`src/rtl/eth_ingress_arbiter.sv`:
```
// Per-frame round-robin arbiter sharing one ethernet_ipv4_handler between two
// byte-wide AXI4-Stream ingress ports; tags handler metadata with its source port.
//
// state        | meaning
// -------------+--------------------------------------------------------------
// ST_IDLE      | no frame in flight; arbitrate pending requests into grant
// ST_STREAM    | granted port passes through to the handler until its tlast beat
// ST_WAIT_META | frame done; wait for handler metadata or timeout
module eth_ingress_arbiter #(
    parameter int DATA_WIDTH     = 8,
    parameter int TIMEOUT_CYCLES = 64
) (
    input  logic                  clk,
    input  logic                  rst_n,
    input  logic [DATA_WIDTH-1:0] s0_tdata,
    input  logic                  s0_tvalid,
    input  logic                  s0_tlast,
    output logic                  s0_tready,
    input  logic [DATA_WIDTH-1:0] s1_tdata,
    input  logic                  s1_tvalid,
    input  logic                  s1_tlast,
    output logic                  s1_tready,
    output logic [DATA_WIDTH-1:0] m_tdata,
    output logic                  m_tvalid,
    output logic                  m_tlast,
    input  logic                  m_tready,
    input  logic                  hdl_meta_valid,
    output logic                  hdl_meta_ready,
    output logic                  meta_valid,
    input  logic                  meta_ready,
    output logic                  meta_port,
    output logic [15:0]           frames_p0,
    output logic [15:0]           frames_p1,
    output logic [15:0]           timeouts,
    output logic                  busy
);

    typedef enum logic [1:0] {
        ST_IDLE      = 2'd0,
        ST_STREAM    = 2'd1,
        ST_WAIT_META = 2'd2
    } state_t;

    localparam logic [7:0]  TIMER_TC = 8'(TIMEOUT_CYCLES - 1);
    localparam logic [15:0] CNT_MAX  = 16'hFFFF;

    state_t                state, state_nxt;
    logic                  grant, grant_nxt;
    logic                  last_grant, last_grant_nxt;
    logic [7:0]            timer, timer_nxt;
    logic                  inc_p0, inc_p1, inc_to;

    logic [DATA_WIDTH-1:0] sel_tdata;
    logic                  sel_tvalid;
    logic                  sel_tlast;
    logic                  last_beat;
    logic                  meta_hs;
    logic                  timer_tc;

    assign sel_tdata  = grant ? s1_tdata  : s0_tdata;
    assign sel_tvalid = grant ? s1_tvalid : s0_tvalid;
    assign sel_tlast  = grant ? s1_tlast  : s0_tlast;

    assign last_beat = (state == ST_STREAM) && sel_tvalid && m_tready && sel_tlast;
    assign meta_hs   = (state == ST_WAIT_META) && hdl_meta_valid && meta_ready;
    assign timer_tc  = (timer == TIMER_TC);

    assign busy = (state != ST_IDLE);

    always_ff @(posedge clk or negedge rst_n) begin
        if (!rst_n) begin
            state      <= ST_IDLE;
            grant      <= 1'b0;
            last_grant <= 1'b1;
            timer      <= '0;
        end else begin
            state      <= state_nxt;
            grant      <= grant_nxt;
            last_grant <= last_grant_nxt;
            timer      <= timer_nxt;
        end
    end

    always_comb begin
        state_nxt      = state;
        grant_nxt      = grant;
        last_grant_nxt = last_grant;
        timer_nxt      = timer;
        inc_p0         = 1'b0;
        inc_p1         = 1'b0;
        inc_to         = 1'b0;
        s0_tready      = 1'b0;
        s1_tready      = 1'b0;
        m_tdata        = '0;
        m_tvalid       = 1'b0;
        m_tlast        = 1'b0;
        meta_valid     = 1'b0;
        meta_port      = 1'b0;
        hdl_meta_ready = 1'b0;

        unique case (state)
            ST_IDLE: begin
                if (s0_tvalid || s1_tvalid) begin
                    // Contention goes to the port that did not carry the previous frame.
                    grant_nxt = (s0_tvalid && s1_tvalid) ? ~last_grant : s1_tvalid;
                    state_nxt = ST_STREAM;
                end
            end

            ST_STREAM: begin
                m_tdata   = sel_tdata;
                m_tvalid  = sel_tvalid;
                m_tlast   = sel_tvalid && sel_tlast;
                s0_tready = !grant && m_tready;
                s1_tready = grant && m_tready;
                if (last_beat) begin
                    state_nxt      = ST_WAIT_META;
                    timer_nxt      = '0;
                    last_grant_nxt = grant;
                end
            end

            ST_WAIT_META: begin
                meta_valid     = hdl_meta_valid;
                meta_port      = grant;
                hdl_meta_ready = meta_ready && hdl_meta_valid;
                // A handshake on the timeout cycle still counts as a completed frame.
                if (meta_hs) begin
                    inc_p0    = !grant;
                    inc_p1    = grant;
                    state_nxt = ST_IDLE;
                end else if (timer_tc) begin
                    inc_to    = 1'b1;
                    state_nxt = ST_IDLE;
                end else begin
                    timer_nxt = timer + 8'd1;
                end
            end

            default: begin
                state_nxt = ST_IDLE;
            end
        endcase
    end

    always_ff @(posedge clk or negedge rst_n) begin
        if (!rst_n) begin
            frames_p0 <= '0;
            frames_p1 <= '0;
            timeouts  <= '0;
        end else begin
            if (inc_p0 && (frames_p0 != CNT_MAX)) frames_p0 <= frames_p0 + 16'd1;
            if (inc_p1 && (frames_p1 != CNT_MAX)) frames_p1 <= frames_p1 + 16'd1;
            if (inc_to && (timeouts  != CNT_MAX)) timeouts  <= timeouts  + 16'd1;
        end
    end

endmodule

```
`config.mk`:
```
export PLATFORM = sky130hd
export DESIGN_NAME = eth_ingress_arbiter
export DESIGN_NICKNAME = d
export VERILOG_FILES = /design/src/rtl/eth_ingress_arbiter.sv
export SDC_FILE = /design/constraint.sdc
export NUM_CORES = 1
export LEC_CHECK = 0
export CORE_MARGIN = 3
export CORE_UTILIZATION = 48
export DETAILED_ROUTE_END_ITERATION = 12
export PLACE_DENSITY = 0.86
export SKIP_LAST_GASP = 1
export SYNTH_ARGS = -nofsm -noshare
export SYNTH_HDL_FRONTEND = slang
export SYNTH_SLANG_ARGS = --single-unit
```
`constraint.sdc`:
```
create_clock -name clk -period 1.9 [get_ports clk]
set_input_delay 0.19 -clock clk [delete_from_list [all_inputs] [get_ports clk]]
set_output_delay 0.19 -clock clk [all_outputs]
set_load 0.005 [all_outputs]
```
==> results of run 1 <==
==> what timing repair did <==
action                                  CTS  global route
hold buffers                              1             0
setup buffers                             3             5
endpoints found under the setup margin   18            44
pin swaps                                 0             4
endpoints found under the hold margin    27             0
resized for setup                         7            23
==> how the worst min path moves through the flow <==
| stage | start | to | slack [ns] | depth (start not counted) |
|---|---|---|---|---|
| global placement | rst_n | frames_p1[4]$_DFFE_PN0P_ | 0.27 | 1 |
| floorplan | rst_n | frames_p0[0]$_DFFE_PN0P_ | -0.11 | 0 |
| finish | rst_n | frames_p1[4]$_DFFE_PN0P_ | 0.43 | 2 |
| CTS | rst_n | frames_p1[4]$_DFFE_PN0P_ | 0.44 | 2 |
| detailed placement | rst_n | frames_p1[4]$_DFFE_PN0P_ | 0.27 | 1 |
| global route | rst_n | frames_p1[4]$_DFFE_PN0P_ | 0.51 | 2 |
==> per-stage QoR <==
step,total power [mW],instance area (um^2)
3_3_place_gp,2.54,4270
6_report,4.08,4690
5_1_grt,4.29,4690
3_5_place_dp,2.57,4270
4_1_cts,4.08,4570
2_1_floorplan,1.99,3110
==> metal layers <==
layer	routed length, um	part of all wire	global-route usage	vias to the layer above
met5	0	0	0	-
met2	4490	0.53	0.405	105
met4	181	0.022	0.102	0
met1	3230	0.38	0.269	1409
met3	502	0.060	0.0485	16
li1	-	-	-	1362
==> synth_stat cells (2+ instances only) <==
cell	n
sky130_fd_sc_hd__nand4_1	22
sky130_fd_sc_hd__or2_2	4
sky130_fd_sc_hd__nand2b_1	2
sky130_fd_sc_hd__xor2_1	7
sky130_fd_sc_hd__and3_1	6
sky130_fd_sc_hd__nor2_1	30
sky130_fd_sc_hd__a21oi_1	7
sky130_fd_sc_hd__nor4_1	5
sky130_fd_sc_hd__nand3_1	24
sky130_fd_sc_hd__a31oi_1	3
sky130_fd_sc_hd__mux2_2	5
sky130_fd_sc_hd__o2bb2ai_1	2
sky130_fd_sc_hd__nor3_1	6
sky130_fd_sc_hd__and4_1	4
sky130_fd_sc_hd__dfrtp_1	59
sky130_fd_sc_hd__ha_1	4
sky130_fd_sc_hd__nor2b_1	2
sky130_fd_sc_hd__clkbuf_1	3
sky130_fd_sc_hd__nand2_1	27
sky130_fd_sc_hd__a211oi_1	2
sky130_fd_sc_hd__buf_2	2
sky130_fd_sc_hd__nand3b_1	4
sky130_fd_sc_hd__mux2i_1	9
sky130_fd_sc_hd__xnor2_1	37
sky130_fd_sc_hd__inv_1	10
==> registers in the layout (all words and copies together) (netlist names) <==
register and count:
timeouts 16, frames_p1 16, grant 1, last_grant 1, timer 8, state 2
frames_p0 16
==> final cells by class <==
| type | count | area (um^2) |
|---|---|---|
| Timing Repair Buffer | 125 | 1200 |
| Clock buffer | 12 | 155 |
| Fill cell | 429 | 1400 |
| Clock inverter | 4 | 95.1 |
| Multi-Input combinational cell | 230 | 1600 |
| Sequential cell | 60 | 1510 |
| Tap cell | 75 | 93.8 |
| Inverter | 10 | 37.5 |
==> logic make-up after synthesis <==
family,after synthesis,share of synthesized area
simple gates,145,0.251
buf+inv,17,0.0237
mux,14,0.0470
compound gates,23,0.0559
flops,60,0.483
xor+xnor,44,0.124
fa+ha+maj,4,0.0161
==> report_power, final <==
part | switching [mW] | internal, mW | leakage [nW]
Sequential | 0.128 | 1.39 | 0.812
Combinational | 0.476 | 0.625 | 1.25
Clock | 0.520 | 0.942 | 0.127
Total | 1.13 | 2.96 | 2.19
==> results.cfg, run 1 <==
[status]
outcome = complete, no violations

[worst_setup_path]
critical_path_start_end_classification = reg2out
crit_path_arrival_time_ns = 1.69
critical_path.max_stage_delay_ns = 0.46
startpoint = state[1]$_DFFE_PN0P_
required_ns = 1.71
timing.critical_path.max_delay_family = buffers and inverters
endpoint = busy
crit_path_top_delay_cell = sky130_fd_sc_hd__dfrtp_2
timing.critical_path.from_type = register
critPathBufInv = 3
critPathMaxFanout = 6
cp-end-kind = output port
timing.rr.end = frames_p0[8]$_DFFE_PN0P_
r2r_cells = 6
path_cells = buf_4 -> nor2_1 -> inv_1 -> clkdlybuf4s50_1
r2r_start = state[0]$_DFFE_PN0P_
cp.depth = 4
reg2reg_setup_slack_ns = 0.04

[drt]
route.final.wire_length_um = 8400
post_drt_wl_per_cell_um = 16.3
detail_route.drc_violations = 0
drt-vias-per-instance = 5.60
drt_iter0_drc = 85
ant_nets = 0
detail_route.first_pass.iterations = 4
dr_total_vias = 2892

[clock_network]
clock_tree_from_tritoncts = yes
cts.path.max_buffers = 2
h-tree-depth = 3
cts-root-buf = sky130_fd_sc_hd__clkbuf_8
cts.clk_slew.worst_paths_ns = 0.07
clk_latency_ns = 0.34
cts-buffers-inserted = 9
numClockSinks = 60

[logic_synthesis]
synth.avg_cell_area_um2 = 10.1
synth_cells = 307
synth-edff-count = 0
synth_seq_area_share = 0.483
net_count_synth = 336
synthesis.area_mm2 = 0.00311
synthesis.yosys.warnings = 0
synth_top_cell_area_share = 0.474
ys_ff_latch = 60
synth.distinct_cells = 46
synthArstFlopShare = 1.00
yosys-top-cells-area = sky130_fd_sc_hd__dfrtp_1 (47%), sky130_fd_sc_hd__xnor2_1 (10%), sky130_fd_sc_hd__nand4_1 (4.4%)
synthDominantAreaCellType = sky130_fd_sc_hd__dfrtp_1
synth_top_flop_cell = sky130_fd_sc_hd__dfrtp_1

[placed_design]
place.port_buffers = 88
finalWeightedCongestion = 0.848
dp.cells = 491
place_ws_ns = -0.166
detailed_place_hpwl_um = 5820

[power_and_ir_drop]
p_leak_nw = 2.19
power-per-cell-area_mw_per_mm2 = 870
worst_ir_drop_vdd_mv = 0.782

[floorplanning]
fp-row-count = 28
floorplan.die.height_um = 86.5
design.die.area_mm2 = 0.00748
core_area_mm2 = 0.00610
boundaryPins = 89
initial_utilization = 0.510
horizontal_die_dimension_um = 86.5

[sta]
hold_viol_final = 0
max_slew_violation_count = 0
fin_tns_setup_ns = 0
fin_crit_sh = 0.990
setup_slack_ns = 0.0183
timing.slew.headroom = 0.533
max_freq_mhz = 531
rsz0062_at_grt = yes
skew_ns = 0.0107
total_of_endpoints_with_negative_setup_slack_in_the_final_report = 0
finalHoldWorstSlack_ns = 0.428
timing_worst_slew_pin_value_ns = 0.701
time_the_final_worst_path_needs_with_i_o_delays_and_setup_ns = 1.88

[global_routing]
gr-total-overflow = 0
track_usage = 0.230
antenna_found_initial = 0
grt_pass1_vias = 2976
largest_net_degree_at_the_start_of_global_routing = 33
global_route_wire_length_before_repair_um = 13600

[cells_and_area]
layout-drive-gt1-share = 0.181
most_common_cell_after_layout_fill_and_taps_aside = sky130_fd_sc_hd__clkdlybuf4s50_1
syn2layout_area_growth_pct = 50.8
layout.cells.most_common_list = sky130_fd_sc_hd__clkdlybuf4s50_1 (73), sky130_fd_sc_hd__dfrtp_1 (57), sky130_fd_sc_hd__xnor2_1 (36)
finalCoreUtilization = 0.770
final_cells = 516
number_of_diodes = 0
finalNetCount = 465

[worst_hold_path]
hold_path_class = in2async

[job]
drv_cap = 0
Power figures use the tool's default switching activity.
==> inputs of run 2 (changes only) <==
--- a/config.mk
+++ b/config.mk
@@ -8,6 +8,7 @@
 export CORE_MARGIN = 3
 export CORE_UTILIZATION = 48
 export DETAILED_ROUTE_END_ITERATION = 12
+export MAX_ROUTING_LAYER = met4
 export PLACE_DENSITY = 0.86
 export SKIP_LAST_GASP = 1
 export SYNTH_ARGS = -nofsm -noshare
==> results.cfg, run 2 (synthesis results as in run 1) <==
[drt]
drt_iter0_drc = 103
detail_route.first_pass.iterations = 4
ant_nets = 0
route.final.wire_length_um = 8370
post_drt_wl_per_cell_um = 16.3
drt-vias-per-instance = 5.63
dr_total_vias = 2897
detail_route.drc_violations = 0

[cells_and_area]
register_area_mm2 = 0.00151
finalNetCount = 464
layout-drive-gt1-share = 0.180
number_of_diodes = 0
filler_cell_count = 426
final_cell_area_mm2 = 0.00468
layout_top_registers = frames_p0 (16), frames_p1 (16), timeouts (16)
multi_input_gate_area_mm2 = 0.00160
most_common_cell_after_layout_fill_and_taps_aside = sky130_fd_sc_hd__clkdlybuf4s50_1
layout.cells.most_common_list = sky130_fd_sc_hd__clkdlybuf4s50_1 (73), sky130_fd_sc_hd__dfrtp_1 (57), sky130_fd_sc_hd__xnor2_1 (36)
syn2layout_area_growth_pct = 50.5
final_cells = 515

[sta]
skew_ns = 0.00859
fin_crit_sh = 0.999
hold_viol_final = 0
timing.slew.headroom = 0.532
finalHoldWorstSlack_ns = 0.420
rsz0062_at_grt = yes
setup_slack_ns = 0.00166
time_the_final_worst_path_needs_with_i_o_delays_and_setup_ns = 1.90
timing_worst_slew_pin_value_ns = 0.702
total_of_endpoints_with_negative_setup_slack_in_the_final_report = 0
max_freq_mhz = 527
max_slew_violation_count = 0

[clock_network]
cts-buffers-inserted = 9
cts.clk_slew.worst_paths_ns = 0.07
clk_latency_ns = 0.35
numClockSinks = 60
cts-root-buf = sky130_fd_sc_hd__clkbuf_8
clock_tree_from_tritoncts = yes
cts.path.max_buffers = 2
h-tree-depth = 3

[worst_setup_path]
path_cells = buf_6 -> nand3b_1 -> nor2_2 -> clkdlybuf4s50_1
timing.critical_path.max_delay_family = buffers and inverters
critPathMaxFanout = 8
critical_path_start_end_classification = reg2out
timing.critical_path.from_type = register
critPathBufInv = 2
crit_path_arrival_time_ns = 1.71
required_ns = 1.71
crit_path_top_delay_cell = sky130_fd_sc_hd__clkdlybuf4s50_1
critical_path.max_stage_delay_ns = 0.52
cp-end-kind = output port

[placed_design]
dp.cells = 491
detailed_place_hpwl_um = 5820
finalWeightedCongestion = 0.861
placement.cell_area_mm2 = 0.00427
place.port_buffers = 88
place_ws_ns = -0.166

[status]
outcome = complete, no violations

[floorplanning]
initial_utilization = 0.510
core_area_mm2 = 0.00610
fp-row-count = 28
floorplan.die.height_um = 86.5
boundaryPins = 89
horizontal_die_dimension_um = 86.5
design.die.area_mm2 = 0.00748

[power_and_ir_drop]
worst_ir_drop_vdd_mv = 0.781
p_leak_nw = 2.18
power-per-cell-area_mw_per_mm2 = 869
total_power_mw = 4.07

[global_routing]
global_route_wire_length_before_repair_um = 13600
grt_pass1_vias = 2972
gr-total-overflow = 0
largest_net_degree_at_the_start_of_global_routing = 33
antenna_found_initial = 0
track_usage = 0.238

[worst_hold_path]
hold_path_class = in2async

[job]
drv_cap = 0
## run 2: report_power, final
group | switching (mW) | total [mW] | internal, mW
Sequential | 0.129 | 1.52 | 1.39
Combinational | 0.472 | 1.09 | 0.617
Clock | 0.525 | 1.47 | 0.942
## run 2: cell type report
| class | instances | area share |
|---|---|---|
| repair buffers | 124 | 0.255 |
| inverters | 10 | 0.00801 |
| multi-input cells | 230 | 0.342 |
| flip-flops and latches | 60 | 0.321 |
| clock inverters | 4 | 0.0203 |
| clock buffers | 12 | 0.0331 |
| well taps | 75 | 0.0200 |
## run 2: metal layers
layer	wire, um	GRT usage	part of all wire
met5	0	-	0
met4	182	0.102	0.022
met3	468	0.0428	0.056
met2	4430	0.405	0.53
met1	3290	0.274	0.39
## run 2: worst paths after layout
check / start / endpoint / slack (ns) / depth (start not counted)
worst max-delay path: state[0]$_DFFE_PN0P_ / s0_tready / 0.002 / 4
worst min-delay path: rst_n / frames_p1[4]$_DFFE_PN0P_ / 0.42 / 2
worst max register to register: state[0]$_DFFE_PN0P_ / frames_p0[8]$_DFFE_PN0P_ / 0.04 / 6
worst min register to register: frames_p1[5]$_DFFE_PN0P_ / frames_p1[5]$_DFFE_PN0P_ / 0.51 / 1
max in group asynchronous: rst_n / state[1]$_DFFE_PN0P_ / 0.86 / 3
min in group clk: frames_p1[5]$_DFFE_PN0P_ / frames_p1[5]$_DFFE_PN0P_ / 0.51 / 1
## run 2: timing repair
action,in CTS,in global routing
hold endpoints to repair,27,0
hold buffers,1,0
setup endpoints to repair,18,44
pin swaps,0,3
buffers inserted,3,4
resized for setup,7,23
## run 2: metrics by stage
step	util	setup TNS [ns]
floorplan	-	0
global placement	0.700	-0.201
detailed placement	0.700	-1.21
CTS	0.749	-0.217
global route	0.768	-0.205
finish	0.768	0
